File: config.mk
export PLATFORM = sky130hd
export DESIGN_NAME = instr_fetch
export DESIGN_NICKNAME = d
export VERILOG_FILES = /design/src/rtl/instr_fetch.sv
export SDC_FILE = /design/constraint.sdc
export NUM_CORES = 1
export LEC_CHECK = 0
export BUFFER_PORTS_ARGS = -buffer_cell sky130_fd_sc_hd__buf_2
export CORE_MARGIN = 2
export CORE_UTILIZATION = 35
export CTS_CLUSTER_DIAMETER = 120
export DETAILED_ROUTE_END_ITERATION = 7
export PLACE_DENSITY = 0.58
export SYNTH_ARGS = -nofsm -noshare
export SYNTH_HDL_FRONTEND = slang
export SYNTH_SLANG_ARGS = --single-unit
File: constraint.sdc
create_clock -name clk -period 4.7 [get_ports clk]
set_input_delay 0.705 -clock clk [delete_from_list [all_inputs] [get_ports clk]]
set_output_delay 0.705 -clock clk [all_outputs]
set_load 0.1 [all_outputs]
File: src/rtl/instr_fetch.sv
// Instruction-fetch stage.
// Holds the PC and issues one word request at a time to instruction memory over a
// req/ack handshake. Fetched words go to decode together with their PC. A one-entry
// skid buffer absorbs a response that arrives while decode is stalled. A redirect
// discards any in-flight wrong-path fetch.
//
// Ports:
//   clk, rst_n      clock (rising edge), asynchronous active-low reset
//   imem_req        request valid, held until imem_ack
//   imem_addr       address of the outstanding request, stable while imem_req=1
//   imem_ack        memory response valid (may come in the same cycle as the request)
//   imem_rdata      instruction word, valid with imem_ack
//   stall_in        decode cannot accept; instr_out/pc_out hold
//   redirect_valid  taken branch/jump: restart fetch at redirect_pc
//   redirect_pc     new PC, bits [1:0] ignored
//   instr_out       instruction to decode
//   pc_out          PC of instr_out
//   instr_valid     instr_out/pc_out valid; consumed on instr_valid & !stall_in
module instr_fetch #(
    parameter int unsigned         data_width = 32,
    parameter int unsigned         pc_width   = 32,
    parameter logic [pc_width-1:0] RESET_PC   = '0
) (
    input  logic                  clk,
    input  logic                  rst_n,
    output logic                  imem_req,
    output logic [pc_width-1:0]   imem_addr,
    input  logic                  imem_ack,
    input  logic [data_width-1:0] imem_rdata,
    input  logic                  stall_in,
    input  logic                  redirect_valid,
    input  logic [pc_width-1:0]   redirect_pc,
    output logic [data_width-1:0] instr_out,
    output logic [pc_width-1:0]   pc_out,
    output logic                  instr_valid
);

    typedef enum logic [1:0] {StIdle, StReq, StSkid, StFlush} state_e;

    localparam logic [pc_width-1:0] PcStep = pc_width'(4);

    state_e                state_q, state_d;
    logic [pc_width-1:0]   pc_q, pc_d;
    logic [pc_width-1:0]   flush_addr_q, flush_addr_d;
    logic [data_width-1:0] instr_q, instr_d;
    logic [pc_width-1:0]   pc_out_q, pc_out_d;
    logic                  valid_q, valid_d;
    logic [data_width-1:0] skid_instr_q, skid_instr_d;
    logic [pc_width-1:0]   skid_pc_q, skid_pc_d;

    logic [pc_width-1:0]   redirect_aligned;
    logic [pc_width-1:0]   pc_inc;

    assign redirect_aligned = {redirect_pc[pc_width-1:2], 2'b00};
    assign pc_inc           = pc_q + PcStep;  // wraps modulo 2^pc_width

    always_comb begin
        state_d      = state_q;
        pc_d         = pc_q;
        flush_addr_d = flush_addr_q;
        instr_d      = instr_q;
        pc_out_d     = pc_out_q;
        valid_d      = valid_q;
        skid_instr_d = skid_instr_q;
        skid_pc_d    = skid_pc_q;

        unique case (state_q)
            StIdle: begin
                state_d = StReq;
            end
            StReq: begin
                if (redirect_valid) begin
                    pc_d    = redirect_aligned;
                    valid_d = 1'b0;
                    if (!imem_ack) begin
                        // Wrong-path request must still complete before refetching.
                        flush_addr_d = pc_q;
                        state_d      = StFlush;
                    end
                end else if (imem_ack && (!valid_q || !stall_in)) begin
                    instr_d  = imem_rdata;
                    pc_out_d = pc_q;
                    valid_d  = 1'b1;
                    pc_d     = pc_inc;
                end else if (imem_ack) begin
                    skid_instr_d = imem_rdata;
                    skid_pc_d    = pc_q;
                    pc_d         = pc_inc;
                    state_d      = StSkid;
                end else if (valid_q && !stall_in) begin
                    valid_d = 1'b0;
                end
            end
            StSkid: begin
                if (redirect_valid) begin
                    pc_d    = redirect_aligned;
                    valid_d = 1'b0;
                    state_d = StReq;
                end else if (!stall_in) begin
                    instr_d  = skid_instr_q;
                    pc_out_d = skid_pc_q;
                    state_d  = StReq;
                end
            end
            StFlush: begin
                valid_d = 1'b0;
                if (redirect_valid) begin
                    pc_d = redirect_aligned;
                end
                if (imem_ack) begin
                    state_d = StReq;
                end
            end
            default: begin
                state_d = StIdle;
            end
        endcase
    end

    always_ff @(posedge clk or negedge rst_n) begin
        if (!rst_n) begin
            state_q      <= StIdle;
            pc_q         <= RESET_PC;
            flush_addr_q <= '0;
            instr_q      <= '0;
            pc_out_q     <= '0;
            valid_q      <= 1'b0;
            skid_instr_q <= '0;
            skid_pc_q    <= '0;
        end else begin
            state_q      <= state_d;
            pc_q         <= pc_d;
            flush_addr_q <= flush_addr_d;
            instr_q      <= instr_d;
            pc_out_q     <= pc_out_d;
            valid_q      <= valid_d;
            skid_instr_q <= skid_instr_d;
            skid_pc_q    <= skid_pc_d;
        end
    end

    always_comb begin
        imem_addr = '0;
        unique case (state_q)
            StReq:   imem_addr = pc_q;
            StFlush: imem_addr = flush_addr_q;
            default: imem_addr = '0;
        endcase
    end

    assign imem_req    = (state_q == StReq) || (state_q == StFlush);
    assign instr_out   = instr_q;
    assign pc_out      = pc_out_q;
    assign instr_valid = valid_q;

endmodule

==> metrics list, run 1 <==
- Result of the run: finished clean
- In this run the critical register-to-register path is launched from state_q[1]$_DFFE_PN0P_.
* Cells after synthesis: 813
- No sink is reached through more buffers than the 2 on the longest clock path.
- Largest driver fanout on the critical path: 25
* Most instantiated flip-flop cell in the synthesis netlist: sky130_fd_sc_hd__dfrtp_1
- After floorplanning, the core was sized to cover 0.0252 mm².
- Maximum vdd drop: 0.000375 V
- Number of clock sinks: 187
- Cell family with most CP delay: buffers and inverters
- Dividing the detail-routed wire length by the instance count gives 17.1 µm.
- Hold-fix buffers, CTS: 0
- Overall power consumption after layout is estimated at 6.71 mW.
- The H-tree was split into 4 levels.
- Cell area after placement: 0.00999 mm²
* TritonCTS Buffers: 17
- Crit share post-route: 0.665
- Number of violations of the max-capacitance limit: 0
* Maximum clock rate: 0.320 GHz
- Across every metal layer, demand over resource in global routing totals 0.163.
- Number of cell rows: 58
- Asr flop ratio synth: 1.00
- For this run, the share of the core covered by cells in the final layout is 0.422.
- Of the synthesized area, sequential elements account for 0.520.
- Of the post-synthesis cell area, the dominant cell type holds 0.520.
- Ranking of synthesized cells by area: sky130_fd_sc_hd__dfrtp_1 (52%), sky130_fd_sc_hd__mux2_2 (11%), sky130_fd_sc_hd__mux2i_1 (10%)
- Averaged over all synthesized cells, the footprint is 11.1 µm².
* Summed instance area of the synthesized netlist: 0.00899 mm²
- Detailed placement finished with a half-perimeter wire length of 14200 µm.
* Starting density of the core: 0.357
* Placed cell count: 1242
* Synth top cells by count: sky130_fd_sc_hd__dfrtp_1 (187), sky130_fd_sc_hd__a21oi_1 (99), sky130_fd_sc_hd__mux2i_1 (93), sky130_fd_sc_hd__mux2_2 (88), sky130_fd_sc_hd__nor2_1 (84)
* Worst Clk Skew: 20.2 ps
- Clk root buf: sky130_fd_sc_hd__clkbuf_16
- Setup violations remaining at the end of the flow were counted as 0.
- Number of antenna violations at the first check in global routing: 0
* Overflow left after global routing: 0
* Delay of the slowest critical-path stage: 670 ps
- Most repeated cell in the gate-level netlist after synthesis: sky130_fd_sc_hd__dfrtp_1
* DRC Markers: 0
- Via count: 6475
- EDFF count, synth: 0
- Entering global routing, the biggest net connects 119 pins.
- At the worst endpoint, the required time is 3990 ps.
* Arrival time reported for the critical path endpoint: 2420 ps
- Io pins: 167
* Die Area: 0.0270 mm²
- The number of pins exceeding their max-slew limit in the final report is 0.
- Number of nets at the end of the flow: 1001
- Number of buffers and inverters on the critical path: 2
- Placer's final routability congestion estimate: 0.765
- Setup repair after global routing left no endpoint under its margin.
* Vertical extent of the die: 164 µm
* Tightest Hold Check Type: in -> async
* Drt first pass iters: 5
- Via count normalized by instance count: 5.08
- Dividing total power by cell area gives a power density of 632 mW/mm².
* Antenna-violating nets left: 0
- Leak pwr: 4.55 nW
- The via count of the first global-routing pass came to 6183.
* Area growth from synthesis to final layout: 18.1%
- Final hold violation count: 0
- Once the clock tree was built, the setup fixing pass inserted 0 buffers.
- In this run the register-to-register setup slack is 1850 ps.
- Yosys printed 0 warnings.
* Area of all placed cells without fillers: 0.0106 mm²
- Summed over all failing endpoints, the final setup total negative slack is 0 ps.
- Critical path start-end classification: reg -> out
- Post_cts resized: 0
- For this block, the initial DRC count from the detailed router was 516.
* Worst setup SP type: flop
* Number of cells traversed by the worst register-to-register path: 6
- Cell variety after synth: 55
- Horiz. Die Dim: 164 µm
- In this run, synthesis produced a sequential element count of 187.
* First-pass GRT wire length: 34100 µm
- For this block, the routed nets add up to 21800 µm of wire.
- Clock-pin slew of the registers on the worst-case setup and hold paths: 80 ps
- The slowest stage of the critical path belongs to the cell sky130_fd_sc_hd__dfrtp_2.
* Slew Limit Headroom: 0.337
- Kind of capture point of the worst setup path: primary output
* Post-synth top area cell: sky130_fd_sc_hd__dfrtp_1
- Endpoint of the lowest-slack register-to-register path: instr_out[28]$_DFFE_PN0P_
- Of the cells placed in the final design, the portion with a size suffix greater than 1 is 0.327.
- The repair_antennas step left the layout with diodes totalling 0.
* Worst skew pair latency: 430 ps
- For the pin with the worst max-slew slack, the measured transition is 995 ps.
* Buffers on Ports: 160
* Cells traversed along the worst timing path: buf_4, mux2i_1, nor2b_1, buf_2
- Fin cells: 1274
* CTS tree: done
- Time the worst path needs with I/O delays and setup: 3130 ps
==> per-stage QoR <==
stage / setup WS (ps) / hold slack, ps
after CTS: 1560 / 469
after detailed placement: 1790 / 481
after floorplan: 1720 / 409
after global routing: 1440 / 506
final: 1570 / 427
after global placement: 1870 / 474
==> worst register-to-register path, cell delays in order (launching register included) <==
cell	delay, ps
sky130_fd_sc_hd__dfrtp_2	670
sky130_fd_sc_hd__nor2b_4	540
sky130_fd_sc_hd__nand2b_1	170
sky130_fd_sc_hd__a21oi_4	690
sky130_fd_sc_hd__buf_12	430
sky130_fd_sc_hd__nor2_1	140
sky130_fd_sc_hd__a21oi_1	150
==> worst max-delay path by stage <==
stage / startpoint / to / slack, ps / cells after the start
final: state_q[1]$_DFFE_PN0P_ / imem_addr[7] / 1570 / 4
after global routing: state_q[1]$_DFFE_PN0P_ / imem_addr[7] / 1440 / 4
after CTS: state_q[1]$_DFFE_PN0P_ / imem_addr[7] / 1560 / 4
after detailed placement: state_q[1]$_DFFE_PN0P_ / instr_out[28]$_DFFE_PN0P_ / 1790 / 6
after global placement: state_q[1]$_DFFE_PN0P_ / instr_out[22]$_DFFE_PN0P_ / 1870 / 6
after floorplan: state_q[1]$_DFFE_PN0P_ / imem_addr[28] / 1720 / 4
==> cells by family after synthesis <==
kind of cell	after synthesis	synth area share
simple gates	205	0.117
flops	187	0.520
mux	185	0.219
compound gates	157	0.0991
buf+inv	77	0.0426
fa+ha+maj	1	0.00139
other cells	1	0.000417
==> per-layer routing <==
layer  track usage  routed length [µm]  vias to the layer above  share of wire
li1              -                   -                     3103              -
met1         0.235               10600                     3179           0.49
met2         0.248                9710                      181           0.44
met3        0.0364                1360                       12          0.062
met4        0.0403                 178                        0         0.0082
met5             0                   0                        -              0
==> layout make-up <==
| type | count | area [µm²] |
|---|---|---|
| Clock buffer | 17 | 425 |
| Inverter | 1 | 3.75 |
| Clock inverter | 15 | 199 |
| Timing Repair Buffer | 172 | 925 |
| Fill cell | 2432 | 14600 |
| Tap cell | 330 | 413 |
| Multi-Input combinational cell | 552 | 3970 |
| Sequential cell | 187 | 4680 |
==> placed cells by master, fill, tap and decap left out, drive strengths merged, types with 2 or more instances in the layout <==
master,netlist,layout
bufinv,0,2
a41o,2,2
o22a,4,4
nand2,25,25
clkbuf,20,18
and2,4,4
buf,56,171
o21ai,20,20
nand3,17,17
o22ai,8,8
a21oi,100,100
a31oi,5,5
dfrtp,187,187
nand4,13,13
nor2b,33,33
nor2,84,84
a2bb2oi,4,4
nand2b,4,4
inv,1,8
nor3,4,4
mux2i,93,93
a21o,2,2
conb,1,4
mux2,92,92
and3,9,9
or3,2,2
clkinv,0,6
and4,6,6
==> registers in the layout, indices dropped and copies added (netlist names) <==
| name | count |
|---|---|
| instr_valid | 1 |
| skid_instr_q | 32 |
| pc_q | 30 |
| state_q | 2 |
| skid_pc_q | 30 |
| instr_out | 32 |
| pc_out | 30 |
| flush_addr_q | 30 |
==> power by group <==
group | switching [mW] | leakage (nW) | total, mW | internal, mW
registers | 0.311 | 2.17 | 2.38 | 2.07
clock network | 0.713 | 0.304 | 1.53 | 0.816
logic | 2.19 | 2.07 | 2.80 | 0.601
No activity file was read; power rests on OpenSTA's default activity.
==> inputs of run 2 (changes only) <==
clock period = 3.02 ns   (was 4.7 ns; I/O delays follow)
==> run 2 against run 1 <==
- sequential power up 56%
- clock skew decreased by 9.8 ps
- utilization rose by 0.25 points
- worst hold slack worse by 410 ps
- final area up 0.60%
- clock power rose by 52%
- sequential share of layout area is 0.26 points lower
- global-route usage increased by 0.29 points
- sequential cell count unchanged
- count of clock-buffer cells in the layout did not move
- critical path depth unchanged
- critical path type unchanged
- largest cell class unchanged
- highest routed layer unchanged
==> metrics list, run 2 (synthesis results as in run 1) <==
- Vertical extent of the die: 164 µm (unchanged)
- The number of I/O pins was 167 (unchanged).
* Worst Clk Skew: 10.4 ps (was 20.2 ps)
* Maximum level of the CTS H-tree: 4 (unchanged)
- The area added between synthesis and finish came to 18.8% (was 18.1%).
* Tightest Hold Check Type: in -> async (unchanged)
- Number of cell rows: 58 (unchanged)
- The first-pass GRT wire length was 34900 µm (was 34100 µm).
* Buffers on Ports: 160 (unchanged)
- TritonCTS Buffers: 17 (unchanged)
* Starting density of the core: 0.357 (unchanged)
* Result of the run: finished clean (unchanged)
- Clock-pin slew of the registers on the worst-case setup and hold paths: 70 ps (was 80 ps)
* Routed Wire Length: 21900 µm (was 21800 µm)
- Area occupied by multi-input gates: 0.00397 mm² (unchanged)
* Largest net degree at the start of global routing: 89 (was 119)
- The number of pins exceeding their max-slew limit in the final report came to 0 (unchanged).
- The total number of clock tree sinks is 187 (unchanged).
- The nature of the critical path endpoint is a primary output (unchanged).
- Final hold violation count: 0 (unchanged)
- The total power was 10.4 mW (was 6.71 mW).
- Number of violations of the max-capacitance limit: 0 (unchanged)
* Largest driver fanout on the critical path: 20 (was 25)
- The total global-route track usage came to 0.166 (was 0.163).
* FILL cells: 2441 (was 2432)
* Horiz. Die Dim: 164 µm (unchanged)
- The via count of the first global-routing pass was 6291 (was 6183).
* Layout cell share with drive strength beyond 1: 0.329 (was 0.327)
* RR Startpoint: state_q[1]$_DFFE_PN0P_ (unchanged)
- The routability congestion estimate from global placement is 0.773 (was 0.765).
- Maximum clock rate: 0.373 GHz
- Share of the core filled with cells: 0.424 (was 0.422)
- Worst skew pair latency: 430 ps (about the same)
* HPWL reported at the end of detailed placement: 14400 µm (was 14200 µm)
- The placed instance area came to 0.0101 mm² (was 0.00999 mm²).
- The post-detailed-route count of antenna-violating nets is 0 (unchanged).
* Leading cell type in the layout, fill and taps excluded: sky130_fd_sc_hd__dfrtp_1 (unchanged)
* Worst setup SP type: flop (unchanged)
- Sum Neg Setup Slack: 0 ps (unchanged)
- The required time reported for the critical path endpoint is 2570 ps (was 3990 ps).
- The number of hold buffers added after CTS came to 0 (unchanged).
- The area of the core was 0.0252 mm² (unchanged).
* Maximum vdd drop: 0.000651 V (was 0.000375 V)
* Endpoint of the lowest-slack register-to-register path: skid_instr_q[1]$_DFFE_PN0P_ (was instr_out[28]$_DFFE_PN0P_)
- Min setup slack post-route: 337 ps (was 1570 ps)
* DRC Markers: 0 (unchanged)
- Commonest non-fill, non-tap cells in the layout: sky130_fd_sc_hd__dfrtp_1 (186), sky130_fd_sc_hd__buf_2 (159), sky130_fd_sc_hd__a21oi_1 (99) (unchanged)
- The arrival time at the worst endpoint came to 2230 ps (was 2420 ps).
- Slew Limit Headroom: 0.576 (was 0.337)
- Clk root buf: sky130_fd_sc_hd__clkbuf_16 (unchanged)
- The maximum clock path buffer count came to 2 (unchanged).
- Dpl ws: 683 ps (was 1790 ps)
* Crit share post-route: 0.889
- Subtracting the final worst setup slack from the clock period gives 2680 ps.
* Number of cells traversed by the worst register-to-register path: 4 (was 6)
- Die Area: 0.0270 mm² (unchanged)
- Antenna diode count: 0 (unchanged)
* Overflow left after global routing: 0 (unchanged)
- The critical path class was reg -> out (unchanged).
- Slew of the pin with the lowest slew margin: 636 ps (was 995 ps)
* Power Density: 974 mW/mm² (was 632 mW/mm²)
- Leak pwr: 4.58 nW (was 4.55 nW)
* Number of antenna violations at the first check in global routing: 0 (unchanged)
* Drt first pass iters: 4 (was 5)
* Area of all placed cells without fillers: 0.0107 mm² (was 0.0106 mm²)
- The count of nets after finishing came to 1005 (was 1001).
* RSZ-0062 raised after global routing: false (unchanged)
- FF-to-FF setup slack: 710 ps (was 1850 ps)
- Area taken by flip-flops and latches: 0.00468 mm² (unchanged)
* Number of violations reported at the end of detailed-routing iteration 0: 431 (was 516)
* Via count: 6500 (was 6475)
* Via count normalized by instance count: 5.09 (was 5.08)
- The clock tree from TritonCTS was done (unchanged).
- # Post-CTS Setup Buffers: 0 (unchanged)
- The number of gates given a new drive strength after cts is 0 (unchanged).
- The total setup violations reported at the end of the flow came to 0 (unchanged).
- The average detailed-routed wire length per instance came to 17.2 µm (was 17.1 µm).
==> run 2: changes by cell type in the layout (fill, tap and decap cells not counted) <==
cell                       before  now
sky130_fd_sc_hd__inv_6          6    5
sky130_fd_sc_hd__buf_12         2    6
sky130_fd_sc_hd__clkinv_4       3    4
sky130_fd_sc_hd__clkinv_8       3    2
==> run 2: where the power goes <==
group / internal (mW) / switching (mW) / total (mW) / leakage [nW]
combinational: 0.944 / 3.42 / 4.36 / 2.11
clock: 1.26 / 1.08 / 2.33 / 0.297
sequential: 3.22 / 0.491 / 3.71 / 2.17
total: 5.42 / 4.98 / 10.4 / 4.58
==> run 2: per-layer routing <==
layer | track usage | routed length (µm) | part of all wire
met2 | 0.254 | 9580 | 0.44
met3 | 0.0394 | 1350 | 0.062
met1 | 0.237 | 10800 | 0.49
met4 | 0.0411 | 221 | 0.010
met5 | 0 | 0 | 0
==> run 2: worst max-delay path by stage <==
stage / from / to / slack, ps / cells past startpoint
final: state_q[1]$_DFFE_PN0P_ / imem_addr[7] / 340 / 4
after global routing: state_q[1]$_DFFE_PN0P_ / imem_addr[7] / 190 / 4
after detailed placement: state_q[1]$_DFFE_PN0P_ / skid_instr_q[1]$_DFFE_PN0P_ / 680 / 4
after floorplan: state_q[1]$_DFFE_PN0P_ / imem_addr[28] / 290 / 4
after global placement: state_q[1]$_DFFE_PN0P_ / skid_instr_q[1]$_DFFE_PN0P_ / 670 / 4
after CTS: state_q[1]$_DFFE_PN0P_ / imem_addr[7] / 300 / 4
==> run 2: layout make-up <==
cell class,instances,share of cell area
Multi-Input combinational cell,552,0.372
Inverter,1,0.000351
Clock inverter,14,0.0171
Timing Repair Buffer,176,0.0941
Tap cell,330,0.0387
Clock buffer,17,0.0398
Sequential cell,187,0.438
==> run 2: critical path, stage by stage (launching register included) <==
cell and delay (ps):
sky130_fd_sc_hd__dfrtp_2 700, sky130_fd_sc_hd__buf_4 370, sky130_fd_sc_hd__mux2i_1 150, sky130_fd_sc_hd__nor2b_1 150, sky130_fd_sc_hd__buf_2 440
==> run 2: stage by stage <==
step	hold WS [ps]	instances
after detailed placement	482	1246
final	19.4	1277
after global routing	62.7	1277
after global placement	473	1246
after CTS	62.3	1277
after floorplan	157	816
